**config.mk**
```make
export PLATFORM = sky130hd
export DESIGN_NAME = ahbl_uart_tx_flat
export DESIGN_NICKNAME = d
export VERILOG_FILES = /design/src/rtl/ahbl_uart_tx_if.sv /design/src/rtl/ahbl_uart_tx.sv /design/src/flat_wrapper.sv
export SDC_FILE = /design/constraint.sdc
export NUM_CORES = 1
export LEC_CHECK = 0
export ABC_AREA = 1
export BUFFER_PORTS_ARGS = -buffer_cell sky130_fd_sc_hd__buf_2
export CAP_MARGIN = 10
export CORE_ASPECT_RATIO = 1.5
export CORE_MARGIN = 4
export CORE_UTILIZATION = 45
export DETAILED_ROUTE_END_ITERATION = 8
export GPL_ROUTABILITY_DRIVEN = 0
export PLACE_DENSITY_LB_ADDON = 0.1
export SYNTH_ARGS = -nofsm -noshare
export SYNTH_HDL_FRONTEND = slang
export SYNTH_SLANG_ARGS = --single-unit
```
**constraint.sdc**
```tcl
create_clock -name HCLK -period 3 [get_ports HCLK]
set_clock_uncertainty 0.1 [all_clocks]
set_input_delay 0.3 -clock HCLK [delete_from_list [all_inputs] [get_ports HCLK]]
set_output_delay 0.3 -clock HCLK [all_outputs]
set_load 0.05 [all_outputs]
```
**src/rtl/ahbl_uart_tx_if.sv**
```systemverilog
// ahbl_uart_tx_if
//   AHB-Lite bus signals shared between a master (the SoC address splitter
//   or a testbench) and the ahbl_uart_tx slave.
//   master modport: drives HADDR/HTRANS/HSIZE/HWRITE/HREADY/HSEL/HWDATA,
//                   receives HREADYOUT/HRDATA.
//   slave modport : the reverse direction.
interface ahbl_uart_tx_if;
  logic [31:0] HADDR;
  logic [1:0]  HTRANS;
  logic [2:0]  HSIZE;
  logic        HWRITE;
  logic        HREADY;
  logic        HSEL;
  logic [31:0] HWDATA;
  logic        HREADYOUT;
  logic [31:0] HRDATA;

  modport master (
    output HADDR, HTRANS, HSIZE, HWRITE, HREADY, HSEL, HWDATA,
    input  HREADYOUT, HRDATA
  );

  modport slave (
    input  HADDR, HTRANS, HSIZE, HWRITE, HREADY, HSEL, HWDATA,
    output HREADYOUT, HRDATA
  );
endinterface

```
**src/rtl/ahbl_uart_tx.sv**
```systemverilog
// ahbl_uart_tx
//   AHB-Lite slave UART transmitter. Bytes written to DATA are buffered in a
//   FIFO_DEPTH-entry FIFO and sent as 8N1 frames on TX, one bit per
//   BAUDDIV+1 HCLK cycles.
//   Register map (HADDR[3:2]):
//     0x0 DATA    W: push HWDATA[7:0]; reads 0
//     0x4 STATUS  R: [0] busy [1] full [2] empty [3] overflow [7:4] count; W1C [3]
//     0x8 CTRL    RW: [0] enable, [1] irq_en (only with UART_IRQ_EN)
//     0xC BAUDDIV RW: [15:0]
//   Ports:
//     HCLK, HRESETn : clock, asynchronous active-low reset
//     bus           : AHB-Lite slave modport (ahbl_uart_tx_if.slave)
//     TX            : serial output, idle high
//     IRQ           : interrupt, present only when UART_IRQ_EN is defined
//   Optional feature macro: UART_IRQ_EN.
module ahbl_uart_tx #(
  parameter int unsigned FIFO_DEPTH  = 8,
  parameter int unsigned BAUDDIV_RST = 433
) (
  input  logic          HCLK,
  input  logic          HRESETn,
  ahbl_uart_tx_if.slave bus,
  output logic          TX
`ifdef UART_IRQ_EN
  ,
  output logic          IRQ
`endif
);

  localparam int unsigned AW = $clog2(FIFO_DEPTH);
  localparam int unsigned CW = AW + 1;

  typedef enum logic [1:0] {
    S_IDLE  = 2'd0,
    S_START = 2'd1,
    S_DATA  = 2'd2,
    S_STOP  = 2'd3
  } state_e;

  // Bus pipeline
  logic        dphase_q;
  logic        dwrite_q;
  logic [1:0]  daddr_q;
  logic        addr_accept_s;
  logic        wr_en_s;
  logic        wr_data_s;
  logic        wr_status_s;
  logic        wr_ctrl_s;
  logic        wr_baud_s;
  logic [31:0] rdata_s;

  // Registers
  logic        ctrl_en_q;
  logic        ctrl_irq_s;
  logic [15:0] bauddiv_q;
  logic        ovf_q;

  // FIFO
  logic [7:0]    mem_q [FIFO_DEPTH];
  logic [AW-1:0] wr_ptr_q;
  logic [AW-1:0] rd_ptr_q;
  logic [CW-1:0] count_q;
  logic [CW-1:0] count_d;
  logic          full_s;
  logic          empty_s;
  logic          push_s;
  logic          drop_s;
  logic          pop_s;
  logic [3:0]    cnt4_s;

  // Transmitter
  state_e      state_q;
  state_e      state_d;
  logic [15:0] baud_cnt_q;
  logic [15:0] baud_cnt_d;
  logic [15:0] period_q;
  logic [15:0] period_d;
  logic [2:0]  bit_idx_q;
  logic [2:0]  bit_idx_d;
  logic [7:0]  shift_q;
  logic [7:0]  shift_d;
  logic        tx_q;
  logic        tx_d;
  logic        bit_done_s;
  logic        busy_s;

  logic        unused_s;

  assign addr_accept_s = bus.HSEL & bus.HREADY & bus.HTRANS[1];
  // A write lands when its data phase completes, i.e. when the bus is ready.
  assign wr_en_s     = dphase_q & dwrite_q & bus.HREADY;
  assign wr_data_s   = wr_en_s & (daddr_q == 2'd0);
  assign wr_status_s = wr_en_s & (daddr_q == 2'd1);
  assign wr_ctrl_s   = wr_en_s & (daddr_q == 2'd2);
  assign wr_baud_s   = wr_en_s & (daddr_q == 2'd3);

  assign unused_s = ^{bus.HADDR[31:4], bus.HADDR[1:0], bus.HTRANS[0],
                      bus.HSIZE, bus.HWDATA[31:16]};

  // Address-phase capture; held while another slave stalls the bus
  always_ff @(posedge HCLK or negedge HRESETn) begin
    if (!HRESETn) begin
      dphase_q <= 1'b0;
      dwrite_q <= 1'b0;
      daddr_q  <= 2'd0;
    end else if (bus.HREADY) begin
      dphase_q <= addr_accept_s;
      dwrite_q <= bus.HWRITE;
      daddr_q  <= bus.HADDR[3:2];
    end
  end

  // Control, baud divisor and sticky overflow registers
  always_ff @(posedge HCLK or negedge HRESETn) begin
    if (!HRESETn) begin
      ctrl_en_q <= 1'b0;
      bauddiv_q <= 16'(BAUDDIV_RST);
      ovf_q     <= 1'b0;
    end else begin
      if (wr_ctrl_s) ctrl_en_q <= bus.HWDATA[0];
      if (wr_baud_s) bauddiv_q <= bus.HWDATA[15:0];
      if (drop_s) begin
        ovf_q <= 1'b1;
      end else if (wr_status_s && bus.HWDATA[3]) begin
        ovf_q <= 1'b0;
      end
    end
  end

`ifdef UART_IRQ_EN
  logic ctrl_irq_q;
  logic irq_q;

  // Interrupt enable bit
  always_ff @(posedge HCLK or negedge HRESETn) begin
    if (!HRESETn) ctrl_irq_q <= 1'b0;
    else if (wr_ctrl_s) ctrl_irq_q <= bus.HWDATA[1];
  end

  // Interrupt line, registered so it follows its cause by one cycle
  always_ff @(posedge HCLK or negedge HRESETn) begin
    if (!HRESETn) irq_q <= 1'b0;
    else irq_q <= ctrl_irq_q & (empty_s | ovf_q);
  end

  assign ctrl_irq_s = ctrl_irq_q;
  assign IRQ        = irq_q;
`else
  assign ctrl_irq_s = 1'b0;
`endif

  // FIFO status and push/pop qualification
  assign full_s  = (count_q == CW'(FIFO_DEPTH));
  assign empty_s = (count_q == {CW{1'b0}});
  assign push_s  = wr_data_s & ~full_s;
  assign drop_s  = wr_data_s & full_s;
  assign cnt4_s  = 4'(count_q);

  // FIFO occupancy next-state; simultaneous push and pop cancel out
  always_comb begin
    count_d = count_q;
    case ({push_s, pop_s})
      2'b10:   count_d = count_q + CW'(1);
      2'b01:   count_d = count_q - CW'(1);
      default: count_d = count_q;
    endcase
  end

  // FIFO pointers and occupancy; reset flushes the FIFO
  always_ff @(posedge HCLK or negedge HRESETn) begin
    if (!HRESETn) begin
      wr_ptr_q <= {AW{1'b0}};
      rd_ptr_q <= {AW{1'b0}};
      count_q  <= {CW{1'b0}};
    end else begin
      if (push_s) wr_ptr_q <= wr_ptr_q + AW'(1);
      if (pop_s)  rd_ptr_q <= rd_ptr_q + AW'(1);
      count_q <= count_d;
    end
  end

  // FIFO storage (no reset needed, guarded by the pointers)
  always_ff @(posedge HCLK) begin
    if (push_s) mem_q[wr_ptr_q] <= bus.HWDATA[7:0];
  end

  assign bit_done_s = (baud_cnt_q == period_q);
  assign busy_s     = (state_q != S_IDLE);

  // FSM state register
  always_ff @(posedge HCLK or negedge HRESETn) begin
    if (!HRESETn) state_q <= S_IDLE;
    else state_q <= state_d;
  end

  // FSM next-state logic
  always_comb begin
    state_d = state_q;
    case (state_q)
      S_IDLE: begin
        if (ctrl_en_q && !empty_s) state_d = S_START;
        else state_d = S_IDLE;
      end
      S_START: begin
        if (bit_done_s) state_d = S_DATA;
        else state_d = S_START;
      end
      S_DATA: begin
        if (bit_done_s && (bit_idx_q == 3'd7)) state_d = S_STOP;
        else state_d = S_DATA;
      end
      S_STOP: begin
        if (bit_done_s) state_d = S_IDLE;
        else state_d = S_STOP;
      end
      default: state_d = S_IDLE;
    endcase
  end

  // FSM outputs: pop strobe, bit timing, shifter and next TX level.
  // The bit period is sampled at each bit start so a BAUDDIV write only
  // affects the following bit.
  always_comb begin
    pop_s      = 1'b0;
    baud_cnt_d = baud_cnt_q + 16'd1;
    period_d   = period_q;
    bit_idx_d  = bit_idx_q;
    shift_d    = shift_q;
    case (state_q)
      S_IDLE: begin
        baud_cnt_d = 16'd0;
        if (state_d == S_START) begin
          pop_s    = 1'b1;
          shift_d  = mem_q[rd_ptr_q];
          period_d = bauddiv_q;
        end else begin
          pop_s    = 1'b0;
        end
      end
      S_START: begin
        if (bit_done_s) begin
          baud_cnt_d = 16'd0;
          period_d   = bauddiv_q;
          bit_idx_d  = 3'd0;
        end else begin
          baud_cnt_d = baud_cnt_q + 16'd1;
        end
      end
      S_DATA: begin
        if (bit_done_s) begin
          baud_cnt_d = 16'd0;
          period_d   = bauddiv_q;
          bit_idx_d  = bit_idx_q + 3'd1;
          shift_d    = {1'b0, shift_q[7:1]};
        end else begin
          baud_cnt_d = baud_cnt_q + 16'd1;
        end
      end
      S_STOP: begin
        if (bit_done_s) baud_cnt_d = 16'd0;
        else baud_cnt_d = baud_cnt_q + 16'd1;
      end
      default: baud_cnt_d = 16'd0;
    endcase
    case (state_d)
      S_START: tx_d = 1'b0;
      S_DATA:  tx_d = shift_d[0];
      default: tx_d = 1'b1;
    endcase
  end

  // Transmitter datapath registers; TX is registered and idles high
  always_ff @(posedge HCLK or negedge HRESETn) begin
    if (!HRESETn) begin
      baud_cnt_q <= 16'd0;
      period_q   <= 16'd0;
      bit_idx_q  <= 3'd0;
      shift_q    <= 8'd0;
      tx_q       <= 1'b1;
    end else begin
      baud_cnt_q <= baud_cnt_d;
      period_q   <= period_d;
      bit_idx_q  <= bit_idx_d;
      shift_q    <= shift_d;
      tx_q       <= tx_d;
    end
  end

  // Read data mux, driven only during a read data phase
  always_comb begin
    rdata_s = 32'd0;
    if (dphase_q && !dwrite_q) begin
      case (daddr_q)
        2'd0:    rdata_s = 32'd0;
        2'd1:    rdata_s = {24'd0, cnt4_s, ovf_q, empty_s, full_s, busy_s};
        2'd2:    rdata_s = {30'd0, ctrl_irq_s, ctrl_en_q};
        2'd3:    rdata_s = {16'd0, bauddiv_q};
        default: rdata_s = 32'd0;
      endcase
    end else begin
      rdata_s = 32'd0;
    end
  end

  assign bus.HRDATA    = rdata_s;
  assign bus.HREADYOUT = 1'b1;
  assign TX            = tx_q;

endmodule

```
**src/flat_wrapper.sv**
```systemverilog
// flat-port wrapper written by rule: the top's interface ports become plain ports
module ahbl_uart_tx_flat 
#(
  parameter int unsigned FIFO_DEPTH  = 8,
  parameter int unsigned BAUDDIV_RST = 433
)
  (HCLK, HRESETn, TX, bus_HADDR, bus_HTRANS, bus_HSIZE, bus_HWRITE, bus_HREADY, bus_HSEL, bus_HWDATA, bus_HREADYOUT, bus_HRDATA);
  ahbl_uart_tx_if bus_i ();
  input  logic HCLK;
  input  logic HRESETn;
  output logic TX;
  input wire logic [$bits(bus_i.HADDR)-1:0] bus_HADDR;
  input wire logic [$bits(bus_i.HTRANS)-1:0] bus_HTRANS;
  input wire logic [$bits(bus_i.HSIZE)-1:0] bus_HSIZE;
  input wire logic [$bits(bus_i.HWRITE)-1:0] bus_HWRITE;
  input wire logic [$bits(bus_i.HREADY)-1:0] bus_HREADY;
  input wire logic [$bits(bus_i.HSEL)-1:0] bus_HSEL;
  input wire logic [$bits(bus_i.HWDATA)-1:0] bus_HWDATA;
  output wire logic [$bits(bus_i.HREADYOUT)-1:0] bus_HREADYOUT;
  output wire logic [$bits(bus_i.HRDATA)-1:0] bus_HRDATA;
  assign bus_i.HADDR = bus_HADDR;
  assign bus_i.HTRANS = bus_HTRANS;
  assign bus_i.HSIZE = bus_HSIZE;
  assign bus_i.HWRITE = bus_HWRITE;
  assign bus_i.HREADY = bus_HREADY;
  assign bus_i.HSEL = bus_HSEL;
  assign bus_i.HWDATA = bus_HWDATA;
  assign bus_HREADYOUT = bus_i.HREADYOUT;
  assign bus_HRDATA = bus_i.HRDATA;
  ahbl_uart_tx #(.FIFO_DEPTH(FIFO_DEPTH), .BAUDDIV_RST(BAUDDIV_RST)) u_core (.HCLK(HCLK), .HRESETn(HRESETn), .bus(bus_i), .TX(TX));
endmodule
```
==> impl_metrics.json <==
{
  "async_flop_share_pct": 54.9,
  "io_pins": 108,
  "drv_cap": 0,
  "grt.overflow.total": 0,
  "core_area_sq_um": 14700,
  "fin_crit_ns": 2.71,
  "period_share_pct": 90.4,
  "die_y_um": 158,
  "cts.sinks": 142,
  "outcome": "complete, but fails checks",
  "area_delta_synth_final_pct": 16.4,
  "cpPeakStageDelay_ns": 0.43,
  "syn_area_per_cell_sq_um": 9.66,
  "wl_mm": 15.1,
  "ys_seq_elements": 142,
  "setup_violations": 0,
  "min_path_type": "in2async",
  "final_area_sq_um": 7880,
  "die_w_um": 108,
  "path_cells": "xor2_1 -> nor2_1 -> nand2_2 -> nor2_4 -> nand2_4 -> nand2_2 -> nand3_2 -> nand2_4 -> nand3_2 -> inv_2 -> ha_1 -> nand2_1 -> inv_1 -> nor2_1 -> ha_1 -> a21oi_1 -> xnor2_1 -> o21ai_0",
  "yosysSeqAreaShare_pct": 57.3,
  "drt_first_pass_iters": 5,
  "cp_data_required_time_ns": 3.19,
  "worstSkewPairLatency_ns": 0.42,
  "yosysWarnings": 0,
  "via_count": 4829,
  "antenna_found_initial": 0,
  "power_mw": 4.95,
  "slew_headroom_pct": 31.9,
  "synth_edf_count": 64,
  "drc": 0,
  "viasPerCell": 4.97,
  "postRouteAntennaNets": 0,
  "core.rowCount": 54,
  "powerDensity_nw_per_um2": 629,
  "syn_area_sq_um": 6770,
  "nets": 849,
  "grt_setup_unrepaired": "false",
  "dp.final_hpwl_mm": 10.5,
  "crit_family": "simple AND/OR/NAND/NOR gates",
  "p_leak_nw": 3.53,
  "placed_cell_area_sq_um": 7190,
  "cts_setup_buffers": 0,
  "n_antenna_cell": 0,
  "arrival_ns": 2.90,
  "worst-setup-path-type": "reg2reg",
  "end_kind": "register",
  "worst_slack_ns": 0.289,
  "grt_start_max_net_pins": 79,
  "dp_slack_ns": 0.271,
  "wl_per_cell_um": 15.5,
  "ys.flop_type": "dfrtp_1",
  "h-tree-depth": 4,
  "worst_hold_slack_ns": -0.0571,
  "cts_tree": "yes",
  "worstMarginPinSlew_ns": 1.02,
  "cp_max_fo": 9,
  "root_buffer": "clkbuf_16",
  "cts_buffers": 17,
  "cts_buffer_depth": 2,
  "syn_inst": 701,
  "grtUsageTotal_pct": 19.0,
  "clk_pin_slew_ns": 0.06,
  "start_util_pct": 46.2,
  "final_hold_viol_count": 49,
  "maxSlewViolCount": 0,
  "crit_slowest_cell": "dfrtp_1",
  "critPathLaunchType": "register",
  "critPathBufInv": 2,
  "die_area_sq_um": 17100,
  "vdd_drop_max_mv": 0.437,
  "first_global_vias": 4707,
  "final.setup.tns_ns": 0,
  "violations": "negative hold slack",
  "grt_pass1_wl_mm": 24.6,
  "drt-initial-drc-count": 264,
  "post_cts_resized": 0,
  "synth.distinct_cells": 45,
  "clock.fmax_ghz": 0.369,
  "port_buffers": 40,
  "layout-drive-gt1-share_pct": 20.1
}
==> worst register-to-register path, cell delays in order, from the launching register on <==
cell     delay, ns
dfrtp_1       0.43
xor2_1        0.18
nor2_1        0.17
nand2_2       0.09
nor2_4        0.13
nand2_4       0.11
nand2_2       0.08
nand3_2       0.07
nand2_4       0.10
nand3_2       0.10
inv_2         0.10
ha_1          0.20
nand2_1       0.07
inv_1         0.07
nor2_1        0.05
ha_1          0.17
a21oi_1       0.14
xnor2_1       0.13
o21ai_0       0.10
==> cell type report <==
cell class                      instances  area (sq um)
Fill cell                            1335          6780
Clock buffer                           17           425
Clock inverter                         15           194
Timing Repair Buffer                   63           405
Inverter                               80           302
Tap cell                              196           245
Multi-Input combinational cell        458          2420
Sequential cell                       142          3880
==> per-stage QoR <==
stage          util (%)  cells
2_1_floorplan         -    716
3_3_place_gp       49.0    932
3_5_place_dp       49.0    932
4_1_cts            53.7    971
5_1_grt            53.7    971
6_report           53.7    971
==> flip-flops by register name, summed over array words and instances, names as in the netlist, 2 cells and up <==
register,count
u_core.bit_idx_q,3
u_core.bauddiv_q,16
u_core.mem_q,64
u_core.cnt4_s,4
u_core.daddr_q,2
u_core.wr_ptr_q,3
u_core.rd_ptr_q,3
u_core.state_q,2
u_core.shift_q,8
u_core.period_q,16
u_core.baud_cnt_q,16
==> power by group <==
| group | internal (mW) | switching, mW |
|---|---|---|
| clock | 1.39 | 0.831 |
| sequential | 2.19 | 0.0991 |
| combinational | 0.128 | 0.322 |
==> Yosys cell counts, types with 2 or more instances <==
cell type,n,share of area (%)
o22ai_1,4,0.37
o21ai_1,5,0.37
ha_1,13,2.4
nor3b_1,3,0.33
nand2_4,5,0.83
mux2_2,2,0.33
o21ai_2,16,2.1
nor2_1,65,3.6
buf_4,17,1.9
inv_2,12,0.67
inv_1,66,3.7
xnor2_1,4,0.52
nand2_2,16,1.5
buf_6,3,0.50
dfrtp_1,72,27
nand3_2,3,0.44
nand4_1,2,0.18
o221ai_1,12,1.6
nor3_1,23,1.7
nor2_4,3,0.50
clkbuf_1,15,0.83
a21oi_1,17,1.3
edfxtp_1,64,28
xor2_1,5,0.65
nand2_1,147,8.2
a22o_1,2,0.26
nor2_2,2,0.18
o21ai_0,65,4.8
conb_1,2,0.11
nand3_1,16,1.2
dfstp_2,6,2.3
==> layout by cell type (no fill, tap or decap), types with 6 or more instances in the layout <==
| cell | n |
|---|---|
| nand2_1 | 147 |
| dfrtp_1 | 72 |
| inv_1 | 66 |
| o21ai_0 | 65 |
| nor2_1 | 64 |
| edfxtp_1 | 64 |
| buf_2 | 39 |
| nor3_1 | 23 |
| a21oi_1 | 17 |
| conb_1 | 17 |
| clkbuf_16 | 17 |
| nand2_2 | 16 |
| nand3_1 | 16 |
| o21ai_2 | 16 |
| buf_4 | 16 |
| ha_1 | 13 |
| inv_2 | 12 |
| o221ai_1 | 12 |
| dlygate4sd3_1 | 7 |
| dfstp_2 | 6 |
==> what timing repair did <==
item                                   CTS  global route
endpoints found under the hold margin    7             0
setup endpoints to repair                0             0
hold buffers                             7             0
==> path summary, 6_finish.rpt <==
path | cells past startpoint | startpoint | slack [ns] | to
setup / recovery | 18 | u_core.baud_cnt_q[2] | 0.29 | u_core.cnt4_s[2]
hold / removal | 1 | HRESETn | -0.06 | u_core.dphase_q
setup reg to reg | 18 | u_core.baud_cnt_q[2] | 0.29 | u_core.cnt4_s[2]
hold reg to reg | 2 | u_core.shift_q[2] | 0.38 | u_core.shift_q[2]
max in group asynchronous | 1 | HRESETn | 2.18 | u_core.shift_q[5]
min in group HCLK | 3 | bus_HSEL | 0.02 | u_core.dphase_q
==> metal layers <==
layer,up-vias,wire length (um),global-route usage (%)
met2,87,8200,34.5
met5,-,0,0
li1,2418,-,-
met1,2305,6070,22.3
met3,19,534,3.92
met4,0,263,6.50
==> logic make-up (layout without fill, tap and decap cells) <==
kind of cell	after synthesis	after routing	share of synthesized area [%]
xor gates and xnor gates	9	9	1.16
muxes	2	2	0.333
other	2	17	0.111
AOI/OAI and AO/OA	127	127	11.6
adders and majority gates	13	13	2.40
DFF	142	142	57.3
buffers and inverters	116	175	7.72
and+or+nand+nor	290	290	19.4
Note: power is estimated with default switching activity, not from simulation.
